<file path="config.mk">
export PLATFORM = sky130hd
export DESIGN_NAME = rope_electro_scheduler
export DESIGN_NICKNAME = d
export VERILOG_FILES = /design/src/rtl/rope_pkg.sv /design/src/rtl/rope_electro_channel.sv /design/src/rtl/rope_electro_scheduler.sv
export SDC_FILE = /design/constraint.sdc
export NUM_CORES = 1
export LEC_CHECK = 0
export ABC_AREA = 1
export BUFFER_PORTS_ARGS = -buffer_cell sky130_fd_sc_hd__buf_2
export CORE_MARGIN = 3
export CORE_UTILIZATION = 60
export DETAILED_ROUTE_END_ITERATION = 7
export GPL_TIMING_DRIVEN = 1
export PLACE_DENSITY = 0.89
export SYNTH_ARGS = -nofsm -noshare
export SYNTH_HDL_FRONTEND = slang
export SYNTH_SLANG_ARGS = --single-unit
</file>
<file path="constraint.sdc">
create_clock -name clk -period 6 [get_ports clk]
set_clock_uncertainty 0.05 [all_clocks]
set_input_delay 0.3 -clock clk [delete_from_list [all_inputs] [get_ports clk]]
set_output_delay 0.3 -clock clk [all_outputs]
set_load 0.02 [all_outputs]
</file>
<file path="src/rtl/rope_pkg.sv">
// rope_pkg: shared rope status encoding, channel/scheduler state types and LFSR step
package rope_pkg;

   localparam int ROPES_DEFAULT = 6;

   // Status seen by the monkey movement block; 2'b11 is never driven.
   typedef enum logic [1:0] {
      E_OFF  = 2'b00,
      E_WARN = 2'b01,
      E_LIVE = 2'b10
   } eStatusT;

   typedef enum logic [1:0] {
      CH_OFF,
      CH_WARN,
      CH_ON,
      CH_COOL
   } chStateT;

   typedef enum logic [1:0] {
      S_IDLE,
      S_GAP,
      S_PICK
   } schedStateT;

   function automatic logic [7:0] lfsrStep(input logic [7:0] v);
      return {v[6:0], v[7] ^ v[5] ^ v[4] ^ v[3]};
   endfunction

endpackage

</file>
<file path="src/rtl/rope_electro_channel.sv">
// rope_electro_channel: one rope's OFF -> WARN -> ON -> COOL frame sequencer
module rope_electro_channel
   import rope_pkg::*;
#(
   parameter int WARN_FRAMES = 45,
   parameter int ON_FRAMES   = 90,
   parameter int COOL_FRAMES = 60
) (
   input  logic    clk,
   input  logic    resetN,
   input  logic    tick,
   input  logic    kill,
   input  logic    start,
   output eStatusT status,
   output logic    busy
);

   chStateT    state, stateNext;
   logic [7:0] cnt, cntNext;

   // kill wins; an idle rope arms on start, busy phases count down on ticks
   always_comb begin
      stateNext = state;
      cntNext   = cnt;
      if (kill) begin
         stateNext = CH_OFF;
         cntNext   = '0;
      end else if (state == CH_OFF) begin
         if (start) begin
            stateNext = CH_WARN;
            cntNext   = 8'(WARN_FRAMES);
         end
      end else if (tick) begin
         if (cnt != 8'd1) cntNext = cnt - 8'd1;
         else begin
            case (state)
               CH_WARN: begin
                  stateNext = CH_ON;
                  cntNext   = 8'(ON_FRAMES);
               end
               CH_ON: begin
                  stateNext = CH_COOL;
                  cntNext   = 8'(COOL_FRAMES);
               end
               default: begin
                  stateNext = CH_OFF;
                  cntNext   = '0;
               end
            endcase
         end
      end
   end

   // phase and frame counter registers
   always_ff @(posedge clk or negedge resetN)
      if (!resetN) begin
         state <= CH_OFF;
         cnt   <= '0;
      end else begin
         state <= stateNext;
         cnt   <= cntNext;
      end

   // status trails the phase by one clk; kill clears it together with the phase
   always_ff @(posedge clk or negedge resetN)
      if (!resetN) status <= E_OFF;
      else status <= kill ? E_OFF : state == CH_WARN ? E_WARN : state == CH_ON ? E_LIVE : E_OFF;

   assign busy = state != CH_OFF;

   // the scheduler only starts ropes it has seen idle
   assert property (@(posedge clk) disable iff (!resetN) start |-> state == CH_OFF);

endmodule

</file>
<file path="src/rtl/rope_electro_scheduler.sv">
// rope_electro_scheduler: picks ropes pseudo-randomly and runs their electrify sequence
module rope_electro_scheduler
   import rope_pkg::*;
#(
   parameter int         ROPES       = ROPES_DEFAULT,
   parameter int         MAX_ACTIVE  = 2,
   parameter int         WARN_FRAMES = 45,
   parameter int         ON_FRAMES   = 90,
   parameter int         COOL_FRAMES = 60,
   parameter int         GAP_FRAMES  = 60,
   parameter logic [7:0] LFSR_SEED   = 8'hA5
) (
   input  logic                  clk,
   input  logic                  resetN,
   input  logic                  startOfFrame,
   input  logic                  enable,
   input  logic                  pause,
   output logic [ROPES-1:0][1:0] electroStatus,
   output logic [ROPES-1:0]      busy,
   output logic [3:0]            activeCount
);

   localparam int         IDXW    = $clog2(ROPES);
   localparam logic [7:0] GAP8    = 8'(GAP_FRAMES);
   localparam logic [3:0] MAXACT4 = 4'(MAX_ACTIVE);

   if (ROPES < 2 || ROPES > 15 || MAX_ACTIVE < 1 || MAX_ACTIVE > ROPES ||
       WARN_FRAMES < 1 || WARN_FRAMES > 255 || ON_FRAMES < 1 || ON_FRAMES > 255 ||
       COOL_FRAMES < 1 || COOL_FRAMES > 255 || GAP_FRAMES < 1 || GAP_FRAMES > 255 ||
       LFSR_SEED == 8'h00) begin : gBadParams
      $error("rope_electro_scheduler: illegal parameter set");
   end

   logic            tick;
   logic            kill;
   logic [7:0]      lfsr;
   logic [IDXW-1:0] pickIdx;
   schedStateT      sched, schedNext;
   logic [7:0]      gap, gapNext;
   logic [ROPES-1:0] start;

   assign tick    = startOfFrame & enable & ~pause;
   assign kill    = ~enable;
   assign pickIdx = IDXW'(lfsr % 8'(ROPES));

   // LFSR moves only on effective ticks and is held, not reseeded, while disabled
   always_ff @(posedge clk or negedge resetN)
      if (!resetN) lfsr <= LFSR_SEED;
      else if (tick) lfsr <= lfsrStep(lfsr);

   // busy ropes counted from pre-tick state so a pick can never exceed the cap
   always_comb begin
      activeCount = '0;
      for (int i = 0; i < ROPES; i++) activeCount = activeCount + 4'(busy[i]);
   end

   // scheduler: idle until enabled, wait the gap, then retry picks every tick
   always_comb begin
      schedNext = sched;
      gapNext   = gap;
      start     = '0;
      if (!enable) schedNext = S_IDLE;
      else begin
         case (sched)
            S_IDLE: begin
               schedNext = S_GAP;
               gapNext   = GAP8;
            end
            S_GAP: if (tick) begin
               if (gap == 8'd1) schedNext = S_PICK;
               else gapNext = gap - 8'd1;
            end
            S_PICK: if (tick && !busy[pickIdx] && activeCount < MAXACT4) begin
               start[pickIdx] = 1'b1;
               gapNext        = GAP8;
               schedNext      = S_GAP;
            end
            default: schedNext = S_IDLE;
         endcase
      end
   end

   // scheduler state and gap counter
   always_ff @(posedge clk or negedge resetN)
      if (!resetN) begin
         sched <= S_IDLE;
         gap   <= '0;
      end else begin
         sched <= schedNext;
         gap   <= gapNext;
      end

   for (genvar i = 0; i < ROPES; i++) begin : gCh
      rope_electro_channel #(
         .WARN_FRAMES(WARN_FRAMES),
         .ON_FRAMES  (ON_FRAMES),
         .COOL_FRAMES(COOL_FRAMES)
      ) uCh (
         .clk   (clk),
         .resetN(resetN),
         .tick  (tick),
         .kill  (kill),
         .start (start[i]),
         .status(electroStatus[i]),
         .busy  (busy[i])
      );
   end

endmodule

</file>
# After elaboration in Yosys (flattened, before gate mapping)
# Index checks and enable logic that the tools add are counted.
[word_totals]
ramBits = 0
inputBits = 5
reg_bits = 90
romBits = 0
latch_bits = 0
output_inout_bits = 22
memories = 0
wordCells = 226
[op_classes]
mux = 106
reduce_logical = 32
addsub = 12
eq_ne = 45
multipliers = 0
div = 1
magnitude_cmp = 3
n_bitwise = 6
shift = 0
[op_table]
columns = ["operator", "count"]
rows = [
  ["$mux 8", 33],
  ["$mux 2", 52],
  ["$pmux 7 s2", 6],
  ["$sub 8x1->8 const B", 7],
  ["$ne 8x1->1 const B", 6],
  ["$ne 3x3->1 const B", 9],
  ["$pmux 2 s2", 6],
  ["$pmux 8 s3", 1],
  ["$reduce_and 3->1", 7],
  ["$mux 6", 3],
  ["$ne 3x1->1 const B", 6],
  ["$ne 3x2->1 const B", 6],
  ["$eq 2x1->1 const B", 7],
  ["$eq 2x2->1 const B", 7],
  ["$logic_not 2->1", 7],
  ["$reduce_and 2->1", 6],
  ["$reduce_bool 2->1", 6],
  ["$add 4x1->4", 2],
  ["$eq 8x1->1 const B", 1],
  ["$mod 8x3->8 const B", 1],
  ["$ne 2x2->1 const B", 3],
  ["$pmux 2 s3", 1],
  ["$reduce_and 5->1", 1],
  ["$add 3x1->4", 1],
  ["14 further kinds", 20],
]

# Longest topological paths before layout
[logic_depth]
word_depth = 14
depth_mapped = 23
mapped_depth_nobuf = 22

# By module
# From an unflattened synthesis, not the netlist that was laid out.
[hier_totals]
cells_unflattened = 911
hier_area_um2 = 6572.6
[by_module_without_submodules]
columns = ["mod", "seq_area_each_um2", "instances", "area_per_inst_um2", "cells_per_inst"]
rows = [
  ["rope_electro_channel at gCh[1].uCh ...", 300.3, 5, 859.6, 117],
  ["rope_electro_scheduler", 455.4, 1, 1418.9, 209],
  ["rope_electro_channel at gCh[0].uCh", 300.3, 1, 855.8, 117],
]

# Worst setup path after synthesis
# Ideal clock, no wire load.
[synth_path]
path_type = "register to register"
start = "register gCh[3].uCh.state[0]"
end = "register gap[7]"
setup_time_ns = 0.117
path_stages_with_launch = 17
t_required_ns = 5.833
arrival_ns = 3.432
path_slack_ns = 2.401
period_less_slack_ns = 3.599
n_path_buf = 1
cell_sequence = "dfrtp_1 > inv_1 > ha_1 > inv_1 > fa_1 > fa_1 > ha_1 > fa_1 > nor3_1 > nand2_1 > nor2_4 > nand2_2 > nand2_4 > nand2_4 > buf_6 > nand2_2 > o21ai_2"
[synth_between]
elab_chain_cells = 8
elab_cells_between_ends = 12
cone_classes = "add/sub: 3; order compare: 1; eq/ne: 1; mux: 2; reduce/logical: 5"
[synth_lines]
columns = ["element", "line", "rtl"]
rows = [
  ["from (decl)", "rope_electro_channel.sv:18", "chStateT state, stateNext;"],
  ["from (signal assigned)", "rope_electro_channel.sv:60", "state <= stateNext;"],
  ["$reduce_bool 2->1", "rope_electro_channel.sv:69", "assign busy = state != CH_OFF;"],
  ["via gCh[3].uCh.busy", "rope_electro_channel.sv:15", "output logic busy"],
  ["$add 3x1->4", "rope_electro_scheduler.sv:54", "for (int i = 0; i < ROPES; i++) activeCount = activeCount + 4'(busy[i]);"],
  ["$add 4x1->4 (2 in series)", "rope_electro_scheduler.sv:54", ""],
  ["via activeCount[1]", "rope_electro_scheduler.sv:20", "output logic [3:0] activeCount"],
  ["$lt 4x2->1", "rope_electro_scheduler.sv:73", "S_PICK: if (tick && !busy[pickIdx] && activeCount < MAXACT4) begin"],
  ["$logic_and 1x1->1", "rope_electro_scheduler.sv:73", ""],
  ["$ne 2x2->1 (no source line)", "--", ""],
  ["$reduce_and 5->1 (no source line)", "--", ""],
  ["to (signal assigned)", "rope_electro_scheduler.sv:90", "gap <= gapNext;"],
  ["to (decl)", "rope_electro_scheduler.sv:39", "logic [7:0] gap, gapNext;"],
]
# The timed path passes the listed nets, and every way through them passes these cells. The select of a mux whose other input is x is not followed.
# A chain may end at the register's enable or synchronous reset.

# Worst setup path in the final report
[layout_path]
start = "register gCh[3].uCh.state[0]"
end = "register gCh[3].uCh.cnt[1]"
[layout_between]
elab_chain_cells = 11
elab_cells_between_ends = 24
cone_classes = "add/sub: 3; order compare: 1; eq/ne: 4; mux: 10; reduce/logical: 6"
[layout_lines]
columns = ["element", "line", "rtl"]
rows = [
  ["$reduce_bool 2->1", "rope_electro_channel.sv:69", ""],
  ["$add 3x1->4 / $bmux 1 s3 (equally long branches)", "rope_electro_scheduler.sv:54, rope_electro_scheduler.sv:73", ""],
  ["$add 4x1->4 / $mux 1 (equally long branches)", "rope_electro_scheduler.sv:54, rope_electro_scheduler.sv:73", ""],
  ["$add 4x1->4 / $logic_not 1->1 (equally long branches)", "rope_electro_scheduler.sv:54, rope_electro_scheduler.sv:73", ""],
  ["$lt 4x2->1 / $logic_and 1x1->1 (equally long branches)", "rope_electro_scheduler.sv:73", ""],
  ["$logic_and 1x1->1", "rope_electro_scheduler.sv:73", ""],
  ["$mux 6", "rope_electro_scheduler.sv:73", ""],
  ["$mux 6", "rope_electro_scheduler.sv:64", "case (sched)"],
  ["$mux 6", "rope_electro_scheduler.sv:62", "if (!enable) schedNext = S_IDLE;"],
  ["$ne 3x3->1 (no source line)", "--", ""],
  ["$reduce_and 2->1 (no source line)", "--", ""],
  ["to (signal assigned)", "rope_electro_channel.sv:61", "cnt <= cntNext;"],
  ["to (decl)", "rope_electro_channel.sv:19", "logic [7:0] cnt, cntNext;"],
]
# Several ways; a longest one is shown, not always the timed one. The select of a mux whose other input is x is not followed.

==> metrics.txt <==
HP Class in2async; final hold viol count 0; yosys warns 0; reg-to-reg endpoint gCh[3].uCh.cnt[1]$_DFFE_PN0P_; die span in y 108 µm; WL met3 768 µm; Placer Congestion roughly 0.86; I/O Buffers 25; register area share after synthesis 35.9%; FF-to-FF setup slack around 1.9 ns; final instance area 6670 µm²; Top FF cell, synth dfrtp_1; # hold bufs at CTS 1; fin util 66.7%; startpoint types flop; initial antenna violation count 0; clock buffer depth 2; setup_tns 0 ns; residual DRC count 0; Synth Instances 861; cell area after synthesis 6290 µm²; Synth async-reset ratio 100%; EDFF count, synth 0; largest net degree at the start of global routing 69; PwrDens ~570 nW/µm²; type of the worst setup path reg2reg; Post-CTS Setup Repair Bufs 0; critical path's most frequent cell nand2_1; RR Startpoint gCh[3].uCh.state[0]$_DFFE_PN0P_; Via density 5.46; #FFs+latches synth 90; worst-case reg-to-reg path depth 15; status complete, no violations; Sequential Power Share between 20 and 30%; Synth top area share between 30% and 40%; LEAKAGE 3.52 nW; die area around 12,000 µm²; cell chain of the critical path inv_1 -> ha_1 -> inv_1 -> fa_1 -> fa_1 -> ha_1 -> fa_1 -> nor3_1 -> nand2_1 -> nor2_4 -> nand3_1 -> nand2_1 -> nand2_1 -> nand2_1 -> nand2_1; area delta synth->final 6.11%; final std cells w/o fill roughly 1,000; Max IR drop VDD 0.422 mV; GRT Residual Overflow 0; Synth area leaders dfrtp_1 (34%), nand2_1 (15%), ha_1 (7.8%); Combinational Power Share 60.7%; Worst-Margin Slew 1.04 ns; via count 5,543; layout cells sized above 1 11.3%; overall power 3.78 mW; M1 wire length between 6 and 7 mm; Setup WS pre-CTS 1.97 ns; WP buf/inv 2; Critical-path top delay cell fa_1; CTS root buf clkbuf_8; PostCTS Resize Cnt 0; hold slack final 0.323 ns; Clk pwr share roughly 11%; type of destination of the critical path flop; Tcrit/Tclk final 68.3%; # clock sinks 90; Sw Share 50.7%; Internal between 1.5 and 2 mW; placed inst area 6460 µm²; slowest cell delay on critical path 0.56 ns; RSZ-0062 raised after global routing false; post-layout minimum cycle time 4.10 ns; data arrival time of the critical path 4.30 ns; CP Data Required Time 6.20 ns; P_sw approximately 1.9 mW; synthesized area per cell 7.31 µm²; final wirelength roughly 14 mm; CTS tree done; crit-path max FO 12; H-tree depth 3; Placement Rows 36; Antenna Cells 0; vias in the first global route 5,302; Avg WL per Cell approximately 13 µm; First DRT Iteration DRCs between 300 and 400; first-pass GRT wire length ~24 mm; placed cell count 999; DR WL met2 roughly 6.5 mm; die span in x roughly 110 µm; clock slew at reported path FFs 0.08 ns; CTS Buf Count 9; final setup fails 0; critical path's top delay family adder cells; hpwl dp 9.59 mm; biggest area consumer among synthesized cells dfrtp_1; Initial Util between 60% and 70%; Max Cap Viol 0; beginning of the critical path gCh[3].uCh.state[0]$_DFFE_PN0P_; Worst-Skew Late Latency 0.35 ns; synth unique cells 42; Pre-antenna DRT Iters 6; GRT Resource Usage Total 24.8%; Core ar. about 10000 µm²; f_max 244 MHz; max-slew violation count 0; I/O Pins 27; Net Count, Synth between 900 and 1,000; final worst setup slack 1.90 ns; DRT antenna net count 0; Rel. slew slack between 20% and 30%; highest metal used met4; nets@finish 925
## worst register-to-register path, cell delays in order, from the launching register on
cell     delay, ns
dfrtp_1       0.42
inv_1         0.12
ha_1          0.27
inv_1         0.13
fa_1          0.57
fa_1          0.41
ha_1          0.21
fa_1          0.48
nor3_1        0.18
nand2_1       0.11
nor2_4        0.17
nand3_1       0.09
nand2_1       0.29
nand2_1       0.29
nand2_1       0.15
nand2_1       0.05
## state kept, by name (all words and copies together) (netlist names)
signal	count
gCh.uCh.cnt	48
lfsr	8
sched	2
gap	8
gCh.uCh.state	12
gCh.uCh.status	12
## cells in the mapped netlist (2+ instances only)
cell and n:
nand2_1 254, inv_1 110, dfrtp_1 86, nor2_1 75, nand3_1 66, ha_1 39, o21ai_0 32, a21oi_1 31
o21ai_2 19, nand2_2 14, nor4_1 14, nand3b_1 13, xnor2_1 13, xor2_1 12, buf_4 9, clkbuf_1 9
o31ai_1 7, or2_2 7, a31oi_1 4, buf_6 4, dfstp_2 4, nand4_1 4, a31o_2 3, fa_1 3
nand3_2 3, nor3_1 3, a211oi_1 2, buf_1 2, inv_2 2, nand2_4 2, o211ai_1 2, o21a_1 2
o21bai_1 2
## cell usage in the layout (no fill, tap or decap), types with 3 or more instances in the layout
master,synthesis,routed
dfstp_2,4,4
dfrtp_1,86,86
ha_1,39,39
fa_1,3,3
o21ai_0,32,32
nand3_2,3,3
a21oi_1,31,31
nand4_1,4,4
nor3_1,3,3
clkbuf_8,0,12
nor2_1,75,75
xor2_1,12,12
nand2_1,254,254
nand2_2,14,14
or2_2,7,7
buf_2,0,24
a31o_2,3,3
nand3_1,66,66
a31oi_1,4,4
nor4_1,14,14
o21ai_2,19,19
o31ai_1,7,7
nand3b_1,13,13
buf_4,9,5
xnor2_1,13,13
inv_1,110,110
## worst max path at each step
stage / to / slack, ns / depth (start not counted)
floorplan: gap[7]$_DFFE_PN0P_ / 2.40 / 16
global placement: gCh[1].uCh.cnt[2]$_DFFE_PN0P_ / 2.12 / 15
detailed placement: gCh[1].uCh.cnt[7]$_DFFE_PN0P_ / 1.97 / 15
CTS: gCh[3].uCh.cnt[1]$_DFFE_PN0P_ / 1.94 / 15
global route: gCh[1].uCh.cnt[5]$_DFFE_PN0P_ / 1.64 / 15
finish: gCh[3].uCh.cnt[1]$_DFFE_PN0P_ / 1.90 / 15
## cell type report
class	instances	area (µm²)
Clock inverter	2	35.0
Timing Repair Buffer	30	168
Sequential cell	90	2260
Inverter	112	420
Multi-Input combinational cell	635	3460
Clock buffer	13	169
Fill cell	872	3330
Tap cell	133	166
## kinds of logic after synthesis
logic type	share of synthesized area (%)
fa+ha+maj	8.71
flops	35.9
simple gates	32.0
buf+inv	9.13
other cells	0.0596
compound gates	10.7
xor+xnor	3.48
## metal layers
metal | global-route usage [%] | vias up
met4 | 6.67 | 0
met2 | 41.1 | 154
met5 | 0 | -
met1 | 33.0 | 2595
met3 | 5.67 | 19
li1 | - | 2775
## power by group through the flow
stage,combinational (mW),clock (mW),sequential [mW]
after floorplan,1.81,0,1.02
after global placement,2.18,0,1.05
after detailed placement,2.25,0,1.06
after CTS,2.27,0.434,1.05
after global routing,2.60,0.461,1.10
final,2.30,0.424,1.06
No activity file was read; power rests on OpenSTA's default activity.
